`config.mk`:
```
export PLATFORM = sky130hd
export DESIGN_NAME = nmic_cmd_responder_flat
export DESIGN_NICKNAME = d
export VERILOG_FILES = /design/src/rtl/nmic_cmd_responder_if.sv /design/src/rtl/nmic_cmd_responder.sv /design/src/flat_wrapper.sv
export SDC_FILE = /design/constraint.sdc
export NUM_CORES = 1
export LEC_CHECK = 0
export CAP_MARGIN = 20
export CORE_UTILIZATION = 50
export CTS_CLUSTER_DIAMETER = 200
export DETAILED_ROUTE_END_ITERATION = 12
export PLACE_DENSITY = 0.81
export SYNTH_ARGS = -nofsm -noshare
export SYNTH_HDL_FRONTEND = slang
export SYNTH_SLANG_ARGS = --single-unit
```
`constraint.sdc`:
```
create_clock -name clk -period 3.65 [get_ports clk]
set_clock_uncertainty 0.15 [all_clocks]
set_input_delay 0.73 -clock clk [delete_from_list [all_inputs] [get_ports clk]]
set_output_delay 0.73 -clock clk [all_outputs]
set_load 0.02 [all_outputs]
```
`src/rtl/nmic_cmd_responder_if.sv`:
```
// Lane-side signal bundle between a controller model and the NMIC command responder.
// The master modport drives the command lane; the slave modport is the responder.
interface nmic_cmd_responder_if #(
    parameter int unsigned NREG = 16
);
    logic                 c2n_data;
    logic                 c2n_vld;
    logic                 n2c_data;
    logic                 cmd_strobe;
    logic [1:0]           cmd_op;
    logic [5:0]           cmd_addr;
    logic                 frame_err;
    logic [NREG*16-1:0]   regs;

    modport master (
        output c2n_data, c2n_vld,
        input  n2c_data, cmd_strobe, cmd_op, cmd_addr, frame_err, regs
    );

    modport slave (
        input  c2n_data, c2n_vld,
        output n2c_data, cmd_strobe, cmd_op, cmd_addr, frame_err, regs
    );
endinterface

```
`src/rtl/nmic_cmd_responder.sv`:
```
// Single-lane NMIC responder: deserializes 32-bit command frames, executes them against a
// local register file and serializes each response during the following frame.
module nmic_cmd_responder #(
    parameter int unsigned NREG = 16,
    parameter logic [15:0] ID   = 16'h4E4D
) (
    input  logic                  clk,
    input  logic                  rstb,
    nmic_cmd_responder_if.slave   bus
);
    localparam logic [1:0] OpNop   = 2'b00;
    localparam logic [1:0] OpRead  = 2'b01;
    localparam logic [1:0] OpWrite = 2'b10;
    localparam logic [1:0] OpId    = 2'b11;

    logic [4:0]  bitcnt_q, bitcnt_d;
    logic [31:0] rx_sr_q, rx_sr_d;
    logic [31:0] tx_sr_q, tx_sr_d;
    logic        cmd_strobe_q;
    logic [1:0]  cmd_op_q;
    logic [5:0]  cmd_addr_q;
    logic        frame_err_q;
    logic [15:0] regs_q [NREG];

    logic [31:0] word;
    logic [1:0]  op;
    logic [5:0]  addr;
    logic [15:0] wdata;
    logic [15:0] rd_data;
    logic        in_range;
    logic        complete;
    logic        abort;
    logic [31:0] rsp;

    // Full word includes the bit arriving on the completion edge itself.
    assign word     = {rx_sr_q[30:0], bus.c2n_data};
    assign op       = word[31:30];
    assign addr     = word[29:24];
    assign wdata    = word[15:0];
    assign in_range = 32'(addr) < NREG;
    assign complete = bus.c2n_vld && (bitcnt_q == 5'd31);
    assign abort    = !bus.c2n_vld && (bitcnt_q != 5'd0);

    always_comb begin
        rd_data = 16'h0;
        for (int k = 0; k < int'(NREG); k++) begin
            if (addr == 6'(k)) rd_data = regs_q[k];
        end
    end

    always_comb begin
        rsp = 32'h0;
        unique case (op)
            OpNop:   rsp = 32'h0;
            OpRead:  rsp = {OpRead, addr, !in_range, 7'h0, rd_data};
            OpWrite: rsp = {OpWrite, addr, !in_range, 7'h0, wdata};
            OpId:    rsp = {OpId, 6'h3F, 8'h0, ID};
            default: rsp = 32'h0;
        endcase
    end

    always_comb begin
        bitcnt_d = bitcnt_q;
        rx_sr_d  = rx_sr_q;
        tx_sr_d  = tx_sr_q;
        if (bus.c2n_vld) begin
            bitcnt_d = bitcnt_q + 5'd1;
            rx_sr_d  = word;
            tx_sr_d  = complete ? rsp : {tx_sr_q[30:0], 1'b0};
        end else if (abort) begin
            bitcnt_d = 5'd0;
            rx_sr_d  = 32'h0;
            tx_sr_d  = 32'h0;
        end
    end

    always_ff @(posedge clk) begin
        if (!rstb) begin
            bitcnt_q     <= 5'd0;
            rx_sr_q      <= 32'h0;
            tx_sr_q      <= 32'h0;
            cmd_strobe_q <= 1'b0;
            cmd_op_q     <= 2'b00;
            cmd_addr_q   <= 6'h0;
            frame_err_q  <= 1'b0;
            for (int k = 0; k < int'(NREG); k++) regs_q[k] <= 16'h0;
        end else begin
            bitcnt_q     <= bitcnt_d;
            rx_sr_q      <= rx_sr_d;
            tx_sr_q      <= tx_sr_d;
            cmd_strobe_q <= complete;
            frame_err_q  <= abort;
            if (complete) begin
                cmd_op_q   <= op;
                cmd_addr_q <= addr;
                // Out-of-range writes match no index and are dropped.
                for (int k = 0; k < int'(NREG); k++) begin
                    if (op == OpWrite && addr == 6'(k)) regs_q[k] <= wdata;
                end
            end
        end
    end

    assign bus.n2c_data   = bus.c2n_vld ? tx_sr_q[31] : 1'b0;
    assign bus.cmd_strobe = cmd_strobe_q;
    assign bus.cmd_op     = cmd_op_q;
    assign bus.cmd_addr   = cmd_addr_q;
    assign bus.frame_err  = frame_err_q;

    for (genvar k = 0; k < int'(NREG); k++) begin : g_regs
        assign bus.regs[16*k +: 16] = regs_q[k];
    end
endmodule

```
`src/flat_wrapper.sv`:
```
// flat-port wrapper written by rule: the top's interface ports become plain ports
module nmic_cmd_responder_flat 
#(
    parameter int unsigned NREG = 16,
    parameter logic [15:0] ID   = 16'h4E4D
)
  (clk, rstb, bus_c2n_data, bus_c2n_vld, bus_n2c_data, bus_cmd_strobe, bus_cmd_op, bus_cmd_addr, bus_frame_err, bus_regs);
  nmic_cmd_responder_if #(.NREG(NREG)) bus_i ();
  input  logic clk;
  input  logic rstb;
  input wire logic [$bits(bus_i.c2n_data)-1:0] bus_c2n_data;
  input wire logic [$bits(bus_i.c2n_vld)-1:0] bus_c2n_vld;
  output wire logic [$bits(bus_i.n2c_data)-1:0] bus_n2c_data;
  output wire logic [$bits(bus_i.cmd_strobe)-1:0] bus_cmd_strobe;
  output wire logic [$bits(bus_i.cmd_op)-1:0] bus_cmd_op;
  output wire logic [$bits(bus_i.cmd_addr)-1:0] bus_cmd_addr;
  output wire logic [$bits(bus_i.frame_err)-1:0] bus_frame_err;
  output wire logic [$bits(bus_i.regs)-1:0] bus_regs;
  assign bus_i.c2n_data = bus_c2n_data;
  assign bus_i.c2n_vld = bus_c2n_vld;
  assign bus_n2c_data = bus_i.n2c_data;
  assign bus_cmd_strobe = bus_i.cmd_strobe;
  assign bus_cmd_op = bus_i.cmd_op;
  assign bus_cmd_addr = bus_i.cmd_addr;
  assign bus_frame_err = bus_i.frame_err;
  assign bus_regs = bus_i.regs;
  nmic_cmd_responder #(.NREG(NREG), .ID(ID)) u_core (.clk(clk), .rstb(rstb), .bus(bus_i));
endmodule
```
==> summary.md <==
| Metric | Value |
|---|---|
| Internal power | 6620 uW |
| Final GP Congestion | 1.03 |
| Synth Register Bits | 334 |
| Unrepaired setup endpoints after global routing | false |
| Final WL | 56300 um |
| CP max stage delay | 0.78 ns |
| Syn. warnings | 0 |
| Critical R2R Capture | u_core.tx_sr_q[0]$_SDFFE_PN0P_ |
| Clk sink count | 334 |
| Hold Path Stages | 2 |
| Worst Hold Path EP | u_core.tx_sr_q[28]$_SDFFE_PN0P_ |
| Number of buffers created by CTS | 35 |
| Area grow syn2layout | 32.3% |
| GRT Residual Overflow | 0 |
| Drt initial violations | 1993 |
| Max frequency | 0.321 GHz |
| Postcts setup bufs | 0 |
| Root Buffer | clkbuf_16 |
| Final instance area | 0.0187 mm2 |
| Syn Inst Count | 1209 |
| Final Slew Violations | 0 |
| Setup TNS | 0 ns |
| TritonRoute pass-1 iters | 9 |
| Most used DFF post-synth | edfxtp_1 |
| Sw frac | 23.2% |
| Worst Tran Pin Value | 0.926 ns |
| Initial antenna violation count | 0 |
| Leak | 0.00654 uW |
| Final Hold Vio Count | 0 |
| Port buffer count | 270 |
| Worst VDD drop | 330 uV |
| MaxCap Viol Count | 0 |
| Vias in the first global route | 11917 |
| Vias per Instance | 6.55 |
| Crit-path cells | buf_4, mux2i_1, o21ai_0, a22oi_1, nand2_1, o22ai_1, a31oi_1 |
| Critical Path Start Type | flip-flop |
| First-pass GRT wire length | 79100 um |
| Top-area cell type share of the netlist area | 54.4% |
| Die Span Y | 170 um |
| Worst hold start | u_core.tx_sr_q[28]$_SDFFE_PN0P_ |
| Synth area leaders | edfxtp_1 (54%), dfxtp_1 (11%), nor2_1 (5.4%) |
| Chip width | 170 um |
| Asr flop ratio synth | 0% |
| CTS tree | yes |
| Die area | 0.0290 mm2 |
| Post-route DRC | 0 |
| Cells after DPL | 1846 |
| Fin crit share | 85.4% |
| Critical path type | flip-flop to flip-flop |
| Pre-CTS WS | 0.589 ns |
| Post-DP Area | 0.0176 mm2 |
| Site row count | 61 |
| Number of synthesized flops with an enable pin | 256 |
| Worst EP arrival | 3.34 ns |
| Slew HR | 38.2% |
| Crit. End Element | flip-flop |
| Final-stage net count | 1512 |
| Synthesized area | 0.0141 mm2 |
| Worst hold path type | flip-flop to flip-flop |
| Syn_area_per_cell | 11.7 um2 |
| Reg2reg path depth | 7 |
| Synthesized Nets | 1216 |
| Dpl hpwl | 39800 um |
| Placeable Area | 0.0278 mm2 |
| Routed via count | 12489 |
| Sw Pwr | 1990 uW |
| Cell accounting for the most synthesized area | edfxtp_1 |
| WP buf/inv | 1 |
| Internal reg-to-reg setup slack | 0.53 ns |
| Clk pin slew, worst setup/hold paths | 0.06 ns |
| Sequential cell area fraction in the yosys report | 65.4% |
| Worst Setup Slack, final | 0.533 ns |
| Power Density | 461 mW/mm2 |
| Wire per inst | 29.5 um |
| # setup viols final | 0 |
| Combinational Power Share | 7.6% |
| Outcome | finished, final reports clean |
| Seq pwr share | 50.7% |
| Total GRT Usage | 38.4% |
| Top delay family on crit path | compound AO/OA/AOI/OAI gates |
| Share of layout cells above drive strength 1 | 11.0% |
| Total I/O pin count | 271 |
| Clock Power Share | 41.6% |
| Cts repair resizes | 0 |
| Antenna-violating nets left | 0 |
| Unique cell type count in the Yosys netlist | 80 |
| Clk_lat worst skew | 0.52 ns |
| Period minus WS final | 3.12 ns |
| Worst r2r src | u_core.rx_sr_q[23]$_SDFFE_PN0P_ |
| Starting Density | 50.9% |
| Crit Path Max Fanout | 27 |
| Hold bufs inserted after CTS | 0 |
| Largest net degree at the start of global routing | 41 |
| CP required | 3.87 ns |
| H-tree depth | 2 |
| CP max stage cell | dfxtp_2 |
| Final Non-Filler Cells | 1908 |
| CTS max path bufs | 3 |
-- power groups by stage --
stage | Combinational [uW] | Clock (uW) | Sequential (uW)
finish | 656 | 3590 | 4370
global route | 674 | 3720 | 4370
CTS | 649 | 3570 | 4360
detailed placement | 645 | 0 | 4440
global placement | 637 | 0 | 4440
floorplan | 114 | 0 | 4550
-- how the worst max path moves through the flow --
| stage | start | to | slack, ns | cells past startpoint |
|---|---|---|---|---|
| 2_1_floorplan | u_core.rx_sr_q[23]$_SDFFE_PN0P_ | u_core.regs_q[1][80]$_DFFE_PP_ | 0.59 | 6 |
| 3_3_place_gp | bus_c2n_vld | u_core.regs_q[0][84]$_SDFFCE_PN0P_ | 0.65 | 7 |
| 3_5_place_dp | bus_c2n_vld | u_core.regs_q[0][9]$_SDFFCE_PN0P_ | 0.59 | 7 |
| 4_1_cts | u_core.rx_sr_q[23]$_SDFFE_PN0P_ | u_core.tx_sr_q[0]$_SDFFE_PN0P_ | 0.72 | 6 |
| 5_1_grt | u_core.rx_sr_q[23]$_SDFFE_PN0P_ | u_core.tx_sr_q[14]$_SDFFE_PN0P_ | 0.58 | 6 |
| 6_report | u_core.rx_sr_q[23]$_SDFFE_PN0P_ | u_core.tx_sr_q[0]$_SDFFE_PN0P_ | 0.53 | 7 |
-- worst reg2reg max path, cell delays in order (launching register included) --
cell     delay, ns
dfxtp_2       0.78
buf_4         0.42
mux2i_1       0.31
o21ai_0       0.28
a22oi_1       0.31
nand2_1       0.10
o22ai_1       0.47
a31oi_1       0.17
-- synthesized netlist by cell type (all sizes together), types with 5 or more instances --
| cell | n |
|---|---|
| o21ai | 76 |
| and2 | 8 |
| or2 | 5 |
| a211o | 8 |
| nand3b | 6 |
| o22ai | 18 |
| a222oi | 6 |
| a211oi | 10 |
| o211ai | 7 |
| and3 | 10 |
| a21boi | 8 |
| a21oi | 46 |
| mux2i | 8 |
| a31oi | 9 |
| nor2b | 13 |
| o221ai | 16 |
| buf | 34 |
| nor2 | 211 |
| edfxtp | 256 |
| a221oi | 14 |
| nand2 | 105 |
| nand3 | 14 |
| nand4 | 8 |
| nor3 | 22 |
| dfxtp | 78 |
| inv | 21 |
| a22oi | 22 |
| clkbuf | 60 |
| a21o | 5 |
| a22o | 40 |
-- flip-flops by register name, summed over array words and instances (netlist names) --
name	cells
u_core.bus.cmd_addr	6
u_core.bus.frame_err	1
u_core.tx_sr_q	32
u_core.bus.cmd_strobe	1
u_core.bus.cmd_op	2
u_core.bitcnt_q	5
u_core.regs_q	256
u_core.rx_sr_q	31
-- cell type report --
class	count	area, um2
Fill cell	2013	9080
Sequential cell	334	9250
Tap cell	378	473
Clock inverter	8	90.1
Inverter	21	78.8
Clock buffer	53	1050
Multi-Input combinational cell	760	4410
Antenna cell	1	2.50
Timing Repair Buffer	353	3350
-- cell usage in the layout, fill, tap and decap left out, types with 4 or more instances in the layout --
master / instances
a211o_1: 8
a211oi_1: 10
a21boi_0: 8
a21o_1: 5
a21oi_1: 46
a221oi_1: 13
a222oi_1: 6
a22o_1: 40
a22oi_1: 21
a31oi_1: 9
a32o_1: 4
a32oi_1: 4
and2_1: 7
and3_1: 10
buf_4: 81
clkbuf_1: 7
clkbuf_16: 37
clkbuf_8: 6
clkdlybuf4s50_1: 269
clkinv_2: 4
dfxtp_1: 77
edfxtp_1: 256
inv_1: 20
mux2i_1: 8
nand2_1: 104
nand2b_1: 4
nand3_1: 14
nand3b_1: 6
nand4_1: 8
nor2_1: 203
nor2_2: 6
nor2b_1: 13
nor3_1: 19
o211ai_1: 7
o21ai_0: 60
o21ai_1: 16
o221ai_1: 16
o22ai_1: 18
or2_2: 4
-- layer usage --
metal | up-vias | routed length, um | global-route usage, %
met4 | 0 | 3490 | 20.5
met3 | 243 | 8490 | 12.9
met2 | 1193 | 24600 | 57.0
met1 | 5958 | 19700 | 49.8
met5 | - | 0 | 0
li1 | 5095 | - | -
-- cells by family after synthesis --
group | after synthesis | synth area share, %
xor+xnor | 3 | 0.186
fa+ha+maj | 3 | 0.266
compound gates | 319 | 15.8
buf+inv | 115 | 3.44
mux | 11 | 0.885
simple gates | 424 | 14.0
flops | 334 | 65.4
-- through the flow --
step	power, uW	hold WS (ns)	utilization (%)
global route	8770	0.315	67.3
detailed placement	5080	0.288	63.2
finish	8620	0.296	67.3
CTS	8580	0.296	67.3
floorplan	4660	0.270	-
global placement	5080	0.282	63.2
(Power assumes the default switching activity.)
